[src/rtl/fc_layer_controller_if.sv]
// Handshake and memory bus of one fully-connected layer controller.
// The master side (sequencer plus activation/weight/bias/output memories)
// drives start and the read data. The slave side (the controller) drives
// the status, the read addresses and the output write port.
interface fc_layer_controller_if #(
    parameter int DATA_WIDTH  = 12,
    parameter int INPUT_SIZE  = 400,
    parameter int OUTPUT_SIZE = 120
);
    localparam int IN_AW  = (INPUT_SIZE > 1) ? $clog2(INPUT_SIZE) : 1;
    localparam int W_AW   = (INPUT_SIZE * OUTPUT_SIZE > 1) ? $clog2(INPUT_SIZE * OUTPUT_SIZE) : 1;
    localparam int OUT_AW = (OUTPUT_SIZE > 1) ? $clog2(OUTPUT_SIZE) : 1;

    logic                         start;
    logic                         busy;
    logic                         done;
    logic [IN_AW-1:0]             in_addr;
    logic signed [DATA_WIDTH-1:0] in_data;
    logic [W_AW-1:0]              w_addr;
    logic signed [DATA_WIDTH-1:0] w_data;
    logic                         rd_en;
    logic [OUT_AW-1:0]            b_addr;
    logic signed [DATA_WIDTH-1:0] b_data;
    logic                         out_we;
    logic [OUT_AW-1:0]            out_addr;
    logic signed [DATA_WIDTH-1:0] out_data;

    modport master (
        output start, in_data, w_data, b_data,
        input  busy, done, in_addr, w_addr, rd_en, b_addr, out_we, out_addr, out_data
    );

    modport slave (
        input  start, in_data, w_data, b_data,
        output busy, done, in_addr, w_addr, rd_en, b_addr, out_we, out_addr, out_data
    );
endinterface

[src/rtl/fc_layer_controller.sv]
// Fully-connected layer sequencer: streams INPUT_SIZE activation/weight pairs
// per neuron from 1-cycle-latency memories into a MAC, then adds the bias,
// rescales, saturates, optionally applies ReLU and writes the neuron result.
// Every bus output comes straight from a flop; the control flops are loaded
// from the next-state decode so they line up with the state they describe.
module fc_layer_controller #(
    parameter int DATA_WIDTH  = 12,
    parameter int INPUT_SIZE  = 400,
    parameter int OUTPUT_SIZE = 120,
    parameter int FRAC_BITS   = 6,
    parameter int ACC_WIDTH   = 32,
    parameter int RELU_EN     = 1
) (
    input logic                  clk,
    input logic                  rst_n,
    fc_layer_controller_if.slave bus
);
    localparam int IN_AW      = (INPUT_SIZE > 1) ? $clog2(INPUT_SIZE) : 1;
    localparam int W_AW       = (INPUT_SIZE * OUTPUT_SIZE > 1) ? $clog2(INPUT_SIZE * OUTPUT_SIZE) : 1;
    localparam int OUT_AW     = (OUTPUT_SIZE > 1) ? $clog2(OUTPUT_SIZE) : 1;
    localparam int PROD_WIDTH = 2 * DATA_WIDTH;

    localparam logic [IN_AW-1:0]  K_LAST = IN_AW'(INPUT_SIZE - 1);
    localparam logic [OUT_AW-1:0] N_LAST = OUT_AW'(OUTPUT_SIZE - 1);

    // Saturation bounds expressed at accumulator width so they compare directly.
    localparam logic signed [ACC_WIDTH-1:0] SAT_MAX = ACC_WIDTH'((64'sd1 <<< (DATA_WIDTH - 1)) - 64'sd1);
    localparam logic signed [ACC_WIDTH-1:0] SAT_MIN = ~SAT_MAX;

    typedef enum logic [2:0] {
        ST_IDLE  = 3'd0,
        ST_MAC   = 3'd1,
        ST_DRAIN = 3'd2,
        ST_WRITE = 3'd3,
        ST_DONE  = 3'd4
    } state_t;

    state_t                       state_r;
    state_t                       next_state_s;
    logic [IN_AW-1:0]             in_addr_r;
    logic [W_AW-1:0]              w_addr_r;
    logic [OUT_AW-1:0]            neuron_r;
    logic [OUT_AW-1:0]            out_addr_r;
    logic                         rd_en_r;
    logic                         valid_r;
    logic                         busy_r;
    logic                         done_r;
    logic                         out_we_r;
    logic signed [ACC_WIDTH-1:0]  acc_r;
    logic signed [ACC_WIDTH-1:0]  acc_in_s;
    logic signed [PROD_WIDTH-1:0] prod_s;
    logic signed [DATA_WIDTH-1:0] out_data_r;

    // Bias add in the accumulator's fixed-point scale, arithmetic rescale,
    // then ReLU or saturation to the data range.
    function automatic logic signed [DATA_WIDTH-1:0] scale_saturate(
        input logic signed [ACC_WIDTH-1:0]  acc,
        input logic signed [DATA_WIDTH-1:0] bias
    );
        logic signed [ACC_WIDTH-1:0]  bias_ext;
        logic signed [ACC_WIDTH-1:0]  sum;
        logic signed [ACC_WIDTH-1:0]  r;
        logic signed [DATA_WIDTH-1:0] res;
        bias_ext = {{(ACC_WIDTH - DATA_WIDTH){bias[DATA_WIDTH-1]}}, bias};
        sum      = acc + (bias_ext <<< FRAC_BITS);
        r        = sum >>> FRAC_BITS;
        if ((RELU_EN != 0) && r[ACC_WIDTH-1]) begin
            res = {DATA_WIDTH{1'b0}};
        end else if (r > SAT_MAX) begin
            res = SAT_MAX[DATA_WIDTH-1:0];
        end else if (r < SAT_MIN) begin
            res = SAT_MIN[DATA_WIDTH-1:0];
        end else begin
            res = r[DATA_WIDTH-1:0];
        end
        return res;
    endfunction

    // State register.
    always_ff @(posedge clk or negedge rst_n) begin
        if (!rst_n) begin
            state_r <= ST_IDLE;
        end else begin
            state_r <= next_state_s;
        end
    end

    // Next-state decode; start only matters in IDLE.
    always_comb begin
        next_state_s = state_r;
        case (state_r)
            ST_IDLE: begin
                if (bus.start) next_state_s = ST_MAC;
                else           next_state_s = ST_IDLE;
            end
            ST_MAC: begin
                if (in_addr_r == K_LAST) next_state_s = ST_DRAIN;
                else                     next_state_s = ST_MAC;
            end
            ST_DRAIN: next_state_s = ST_WRITE;
            ST_WRITE: begin
                if (neuron_r == N_LAST) next_state_s = ST_DONE;
                else                    next_state_s = ST_MAC;
            end
            ST_DONE:  next_state_s = ST_IDLE;
            default:  next_state_s = ST_IDLE;
        endcase
    end

    // Signed product of the returned operands and the accumulator update it
    // contributes once the read issued a cycle earlier has landed.
    always_comb begin
        prod_s = PROD_WIDTH'(bus.in_data) * PROD_WIDTH'(bus.w_data);
        if (valid_r) begin
            acc_in_s = acc_r + {{(ACC_WIDTH - PROD_WIDTH){prod_s[PROD_WIDTH-1]}}, prod_s};
        end else begin
            acc_in_s = acc_r;
        end
    end

    // Address counters, accumulator, read-valid pipeline and registered outputs.
    // w_addr holds the last weight address through DRAIN/WRITE and steps into
    // the next neuron's first address on leaving WRITE.
    always_ff @(posedge clk or negedge rst_n) begin
        if (!rst_n) begin
            in_addr_r  <= '0;
            w_addr_r   <= '0;
            neuron_r   <= '0;
            out_addr_r <= '0;
            rd_en_r    <= 1'b0;
            valid_r    <= 1'b0;
            busy_r     <= 1'b0;
            done_r     <= 1'b0;
            out_we_r   <= 1'b0;
            acc_r      <= '0;
            out_data_r <= '0;
        end else begin
            rd_en_r  <= (next_state_s == ST_MAC);
            busy_r   <= (next_state_s == ST_MAC) || (next_state_s == ST_DRAIN) || (next_state_s == ST_WRITE);
            done_r   <= (next_state_s == ST_DONE);
            out_we_r <= (next_state_s == ST_WRITE);
            valid_r  <= rd_en_r;
            case (state_r)
                ST_MAC: begin
                    acc_r <= acc_in_s;
                    if (in_addr_r == K_LAST) begin
                        in_addr_r <= '0;
                    end else begin
                        in_addr_r <= in_addr_r + IN_AW'(1);
                        w_addr_r  <= w_addr_r + W_AW'(1);
                    end
                end
                ST_DRAIN: begin
                    acc_r      <= acc_in_s;
                    out_data_r <= scale_saturate(acc_in_s, bus.b_data);
                    out_addr_r <= neuron_r;
                end
                ST_WRITE: begin
                    acc_r <= '0;
                    if (neuron_r == N_LAST) begin
                        neuron_r <= '0;
                        w_addr_r <= '0;
                    end else begin
                        neuron_r <= neuron_r + OUT_AW'(1);
                        w_addr_r <= w_addr_r + W_AW'(1);
                    end
                end
                default: begin
                    in_addr_r <= '0;
                    w_addr_r  <= '0;
                    neuron_r  <= '0;
                    acc_r     <= '0;
                end
            endcase
        end
    end

    assign bus.busy     = busy_r;
    assign bus.done     = done_r;
    assign bus.rd_en    = rd_en_r;
    assign bus.in_addr  = in_addr_r;
    assign bus.w_addr   = w_addr_r;
    assign bus.b_addr   = neuron_r;
    assign bus.out_we   = out_we_r;
    assign bus.out_addr = out_addr_r;
    assign bus.out_data = out_data_r;
endmodule

[src/flat_wrapper.sv]
// flat-port wrapper written by rule: the top's interface ports become plain ports
module fc_layer_controller_flat 
#(
    parameter int DATA_WIDTH  = 12,
    parameter int INPUT_SIZE  = 400,
    parameter int OUTPUT_SIZE = 120,
    parameter int FRAC_BITS   = 6,
    parameter int ACC_WIDTH   = 32,
    parameter int RELU_EN     = 1
)
  (clk, rst_n, bus_start, bus_in_data, bus_w_data, bus_b_data, bus_busy, bus_done, bus_in_addr, bus_w_addr, bus_rd_en, bus_b_addr, bus_out_we, bus_out_addr, bus_out_data);
  fc_layer_controller_if #(.DATA_WIDTH(DATA_WIDTH), .INPUT_SIZE(INPUT_SIZE), .OUTPUT_SIZE(OUTPUT_SIZE)) bus_i ();
  input logic clk;
  input logic rst_n;
  input wire logic [$bits(bus_i.start)-1:0] bus_start;
  input wire logic [$bits(bus_i.in_data)-1:0] bus_in_data;
  input wire logic [$bits(bus_i.w_data)-1:0] bus_w_data;
  input wire logic [$bits(bus_i.b_data)-1:0] bus_b_data;
  output wire logic [$bits(bus_i.busy)-1:0] bus_busy;
  output wire logic [$bits(bus_i.done)-1:0] bus_done;
  output wire logic [$bits(bus_i.in_addr)-1:0] bus_in_addr;
  output wire logic [$bits(bus_i.w_addr)-1:0] bus_w_addr;
  output wire logic [$bits(bus_i.rd_en)-1:0] bus_rd_en;
  output wire logic [$bits(bus_i.b_addr)-1:0] bus_b_addr;
  output wire logic [$bits(bus_i.out_we)-1:0] bus_out_we;
  output wire logic [$bits(bus_i.out_addr)-1:0] bus_out_addr;
  output wire logic [$bits(bus_i.out_data)-1:0] bus_out_data;
  assign bus_i.start = bus_start;
  assign bus_i.in_data = bus_in_data;
  assign bus_i.w_data = bus_w_data;
  assign bus_i.b_data = bus_b_data;
  assign bus_busy = bus_i.busy;
  assign bus_done = bus_i.done;
  assign bus_in_addr = bus_i.in_addr;
  assign bus_w_addr = bus_i.w_addr;
  assign bus_rd_en = bus_i.rd_en;
  assign bus_b_addr = bus_i.b_addr;
  assign bus_out_we = bus_i.out_we;
  assign bus_out_addr = bus_i.out_addr;
  assign bus_out_data = bus_i.out_data;
  fc_layer_controller #(.DATA_WIDTH(DATA_WIDTH), .INPUT_SIZE(INPUT_SIZE), .OUTPUT_SIZE(OUTPUT_SIZE), .FRAC_BITS(FRAC_BITS), .ACC_WIDTH(ACC_WIDTH), .RELU_EN(RELU_EN)) u_core (.clk(clk), .rst_n(rst_n), .bus(bus_i));
endmodule
[config.mk]
export PLATFORM = sky130hd
export DESIGN_NAME = fc_layer_controller_flat
export DESIGN_NICKNAME = d
export VERILOG_FILES = /design/src/rtl/fc_layer_controller_if.sv /design/src/rtl/fc_layer_controller.sv /design/src/flat_wrapper.sv
export SDC_FILE = /design/constraint.sdc
export NUM_CORES = 1
export LEC_CHECK = 0
export BUFFER_PORTS_ARGS = -buffer_cell sky130_fd_sc_hd__buf_2
export CELL_PAD_IN_SITES_DETAIL_PLACEMENT = 0
export CELL_PAD_IN_SITES_GLOBAL_PLACEMENT = 1
export CORE_UTILIZATION = 52
export DETAILED_ROUTE_END_ITERATION = 10
export PLACE_DENSITY_LB_ADDON = 0.1
export SYNTH_ARGS = -nofsm -noshare
export SYNTH_HDL_FRONTEND = slang
export SYNTH_SLANG_ARGS = --single-unit
[constraint.sdc]
create_clock -name clk -period 11 [get_ports clk]
set_clock_uncertainty 0.2 [all_clocks]
set_input_delay 1.1 -clock clk [delete_from_list [all_inputs] [get_ports clk]]
set_output_delay 1.1 -clock clk [all_outputs]
set_load 0.02 [all_outputs]
==> impl_metrics.csv <==
group,metric,value,unit
floorplanning,chipHeight,157.4,um
final_layout,post_route_cells_drive_above_1_share,10.46,%
placement,gp_routability_congestion,0.8626,
clock_tree,htreeDepth,3,
drt,vias,9868,
final_layout,nFillCells,2206,
sta,finalHoldViolCount,0,
clock_tree,cts-hold-fix-buffers,0,
clock_tree,tritoncts,"done",
critical_path,critPathLaunchType,"input port",
synthesis,yosys_most_used_dff,"sky130_fd_sc_hd__dfrtp_1",
critical_path,max_stage_delay,0.55,ns
clock_tree,clock_insertion_delay_worst_skew,0.35,ns
sta,timing.final.max_slew_violations,0,
synthesis,syn_avg_cell_area,8.703,um2
synthesis,post_synth_instance_area,12560,um2
critical_path,reg2reg_from,"u_core.acc_r[0]",
floorplanning,core_area,23610,um2
synthesis,ys_ff_latch,91,
critical_path,timing.critical_path.buf_inv,5,
synthesis,synth-edff-count,0,
global_routing,grt_first_pass_wirelength,48310,um
synthesis,synthDistinctLibCells,75,
drt,average_detailed_routed_wire_length_per_instance,15.29,um
synthesis,synth_instances,1443,
floorplanning,row_count,56,
sta,layout_min_cycle_time,10.33,ns
placement,place_area,13290,um2
job,cap_violations,0,
global_routing,grt.overflow.total,0,
drt,initialDrtViolationCount,545,
synthesis,netlist.area_leader.share,22.32,%
sta,grt_setup_unrepaired,"false",
critical_path,crit_path_max_fanout,11,
critical_path,crit_required,11.03,ns
sta,ratio_of_final_minimum_period_to_clock_period,93.94,%
drt,drtPass1Iterations,5,
synthesis,synthesis_warnings,0,
critical_path,timing.critical_path.from,"bus_w_data[11]",
placement,dp_hpwl,22720,um
floorplanning,die_area,24780,um2
clock_tree,post-cts-setup-buffers,0,
final_layout,design_area,13590,um2
sta,relSlewSlack,32.05,%
final_layout,top_library_cells_by_usage_in_the_layout_fill_and_taps_aside,"sky130_fd_sc_hd__inv_1 (216), sky130_fd_sc_hd__nand2_1 (151), sky130_fd_sc_hd__fa_1 (140), sky130_fd_sc_hd__ha_1 (117), sky130_fd_sc_hd__buf_2 (92)",
placement,io_buffer_count,93,
critical_path,criticalPathCategory,"input port to flop",
critical_path,timing.critical_path.mode_cell,"sky130_fd_sc_hd__fa_1",
hold_path,hold_path.class,"flop to flop",
floorplanning,die_width,157.4,um
hold_path,min-delay-start,"u_core.bus.rd_en",
clock_tree,clockRootBuffer,"sky130_fd_sc_hd__clkbuf_16",
final_layout,final_common_cell,"sky130_fd_sc_hd__inv_1",
sta,max_clock_freq,96.77,MHz
synthesis,syn-num-nets,1739,
global_routing,antenna_violations_before_repair,1,
placement,dpl.cell_count,1814,
sta,transition_time_at_the_pin_with_the_least_slew_margin,1.017,ns
clock_tree,postCtsResizedCells,0,
final_layout,num-nets-final,1802,
critical_path,crit_path_end_kind,"flop",
clock_tree,clk_pin_slew,0.07,ns
drt,postRouteAntennaNets,0,
sta,setup-violations-final,0,
synthesis,synth.yosys.seq_area_share,18.13,%
clock_tree,cts_num_sinks,91,
global_routing,global_route.usage.total,24.39,%
clock_tree,cts-root-to-sink-buffers,2,
outcome,status,"complete, no violations",
final_layout,instances_no_fill,1830,
drt,postRouteWirelength,27970,um
clock_tree,cts_made_buffers,9,
sta,fin_setup_tns,0,ns
final_layout,antenna_fix_cells,0,
synthesis,yosys-top-cells-area,"sky130_fd_sc_hd__fa_1 (22%), sky130_fd_sc_hd__dfrtp_1 (18%), sky130_fd_sc_hd__ha_1 (12%)",
synthesis,synth_area_leader_cell,"sky130_fd_sc_hd__fa_1",
drt,via_per_inst,5.392,
critical_path,cp_top_family,"adder cells",
global_routing,via_count_of_the_first_global_routing_pass,9817,
floorplanning,io_pins,94,
critical_path,cp.arrival,10.36,ns
critical_path,crit_slowest_cell,"sky130_fd_sc_hd__fa_1",
floorplanning,initial_core_util,53.18,%
drt,drc,0,
final_layout,area_delta_synth_final,8.190,%
synthesis,ys_async_rst_share,100.0,%
global_routing,grt_start_max_net_pins,49,
-- kinds of logic (layout without fill, tap and decap cells) --
group	after synthesis	count (layout)	share of synthesized area [%]
adders and majority gates	257	257	33.97
buffers and inverters	265	333	8.010
muxes	30	30	2.610
and+or+nand+nor	438	438	16.91
DFF	91	91	18.13
xor gates and xnor gates	72	72	5.141
AOI/OAI and AO/OA	290	290	15.22
-- area by class of cell --
class / count / area [um2] / share of cell area, %
clock buffer: 9 / 225.2 / 1.658
clock inverter: 7 / 70.07 / 0.5157
inverter: 217 / 814.5 / 5.995
multi-input combinational: 1087 / 9280 / 68.30
sequential: 91 / 2277 / 16.76
tap: 319 / 399.1 / 2.938
timing repair buffer: 100 / 520.5 / 3.831
-- final timing paths --
check | slack [ns] | end | cells past startpoint
min reg2reg | 0.18 | u_core.valid_r | 0
max reg2reg | 5.01 | u_core.bus.out_data[8] | 24
max | 0.67 | u_core.bus.out_data[1] | 38
min in group asynchronous | 0.53 | u_core.bus.in_addr[3] | 1
max in group asynchronous | 9.03 | u_core.acc_r[20] | 2
min | 0.18 | u_core.valid_r | 0
-- layer usage --
layer | vias up | routed length, um | GRT usage (%)
met5 | - | 8 | 0
met4 | 2 | 486 | 5.687
met3 | 32 | 1041 | 2.919
met2 | 180 | 13450 | 41.76
met1 | 4762 | 12990 | 32.88
li1 | 4892 | - | -
-- state kept, by name, indices dropped and copies added (netlist names) --
| signal | cells |
|---|---|
| u_core.acc_r | 32 |
| u_core.bus.b_addr | 7 |
| u_core.bus.busy | 1 |
| u_core.bus.done | 1 |
| u_core.bus.in_addr | 9 |
| u_core.bus.out_addr | 7 |
| u_core.bus.out_data | 12 |
| u_core.bus.out_we | 1 |
| u_core.bus.rd_en | 1 |
| u_core.bus.w_addr | 16 |
| u_core.state_r | 3 |
| u_core.valid_r | 1 |
-- cells in the mapped netlist (12+ instances only) --
cell type,count
sky130_fd_sc_hd__nand2_1,151
sky130_fd_sc_hd__ha_1,117
sky130_fd_sc_hd__mux2_2,22
sky130_fd_sc_hd__dfrtp_1,91
sky130_fd_sc_hd__o21ai_0,55
sky130_fd_sc_hd__and3_1,14
sky130_fd_sc_hd__a21oi_1,84
sky130_fd_sc_hd__o22ai_1,12
sky130_fd_sc_hd__or3_1,12
sky130_fd_sc_hd__xnor2_1,47
sky130_fd_sc_hd__nor3_1,19
sky130_fd_sc_hd__a21o_1,33
sky130_fd_sc_hd__nor2_1,89
sky130_fd_sc_hd__nor2b_1,14
sky130_fd_sc_hd__o21bai_1,14
sky130_fd_sc_hd__clkbuf_1,42
sky130_fd_sc_hd__nand2b_1,15
sky130_fd_sc_hd__fa_1,140
sky130_fd_sc_hd__inv_1,216
sky130_fd_sc_hd__xor2_1,24
sky130_fd_sc_hd__and2_1,75
sky130_fd_sc_hd__nand4_1,15
sky130_fd_sc_hd__nand3_1,19
sky130_fd_sc_hd__a211oi_1,13
-- through the flow --
| step | worst slack (ns) | util (%) | hold slack [ns] |
|---|---|---|---|
| 3_3_place_gp | 0.4599 | 56.29 | 0.1572 |
| 6_report | 0.6662 | 57.54 | 0.1800 |
| 5_1_grt | 0.07220 | 57.54 | 0.1894 |
| 4_1_cts | 0.6967 | 57.54 | 0.1823 |
| 2_1_floorplan | 1.335 | - | 0.2627 |
| 3_5_place_dp | 0.3480 | 56.29 | 0.1661 |
Power is left out: the tool's default activity adds up to more than one toggle a clock period on the data nets, which glitch-free logic cannot reach.
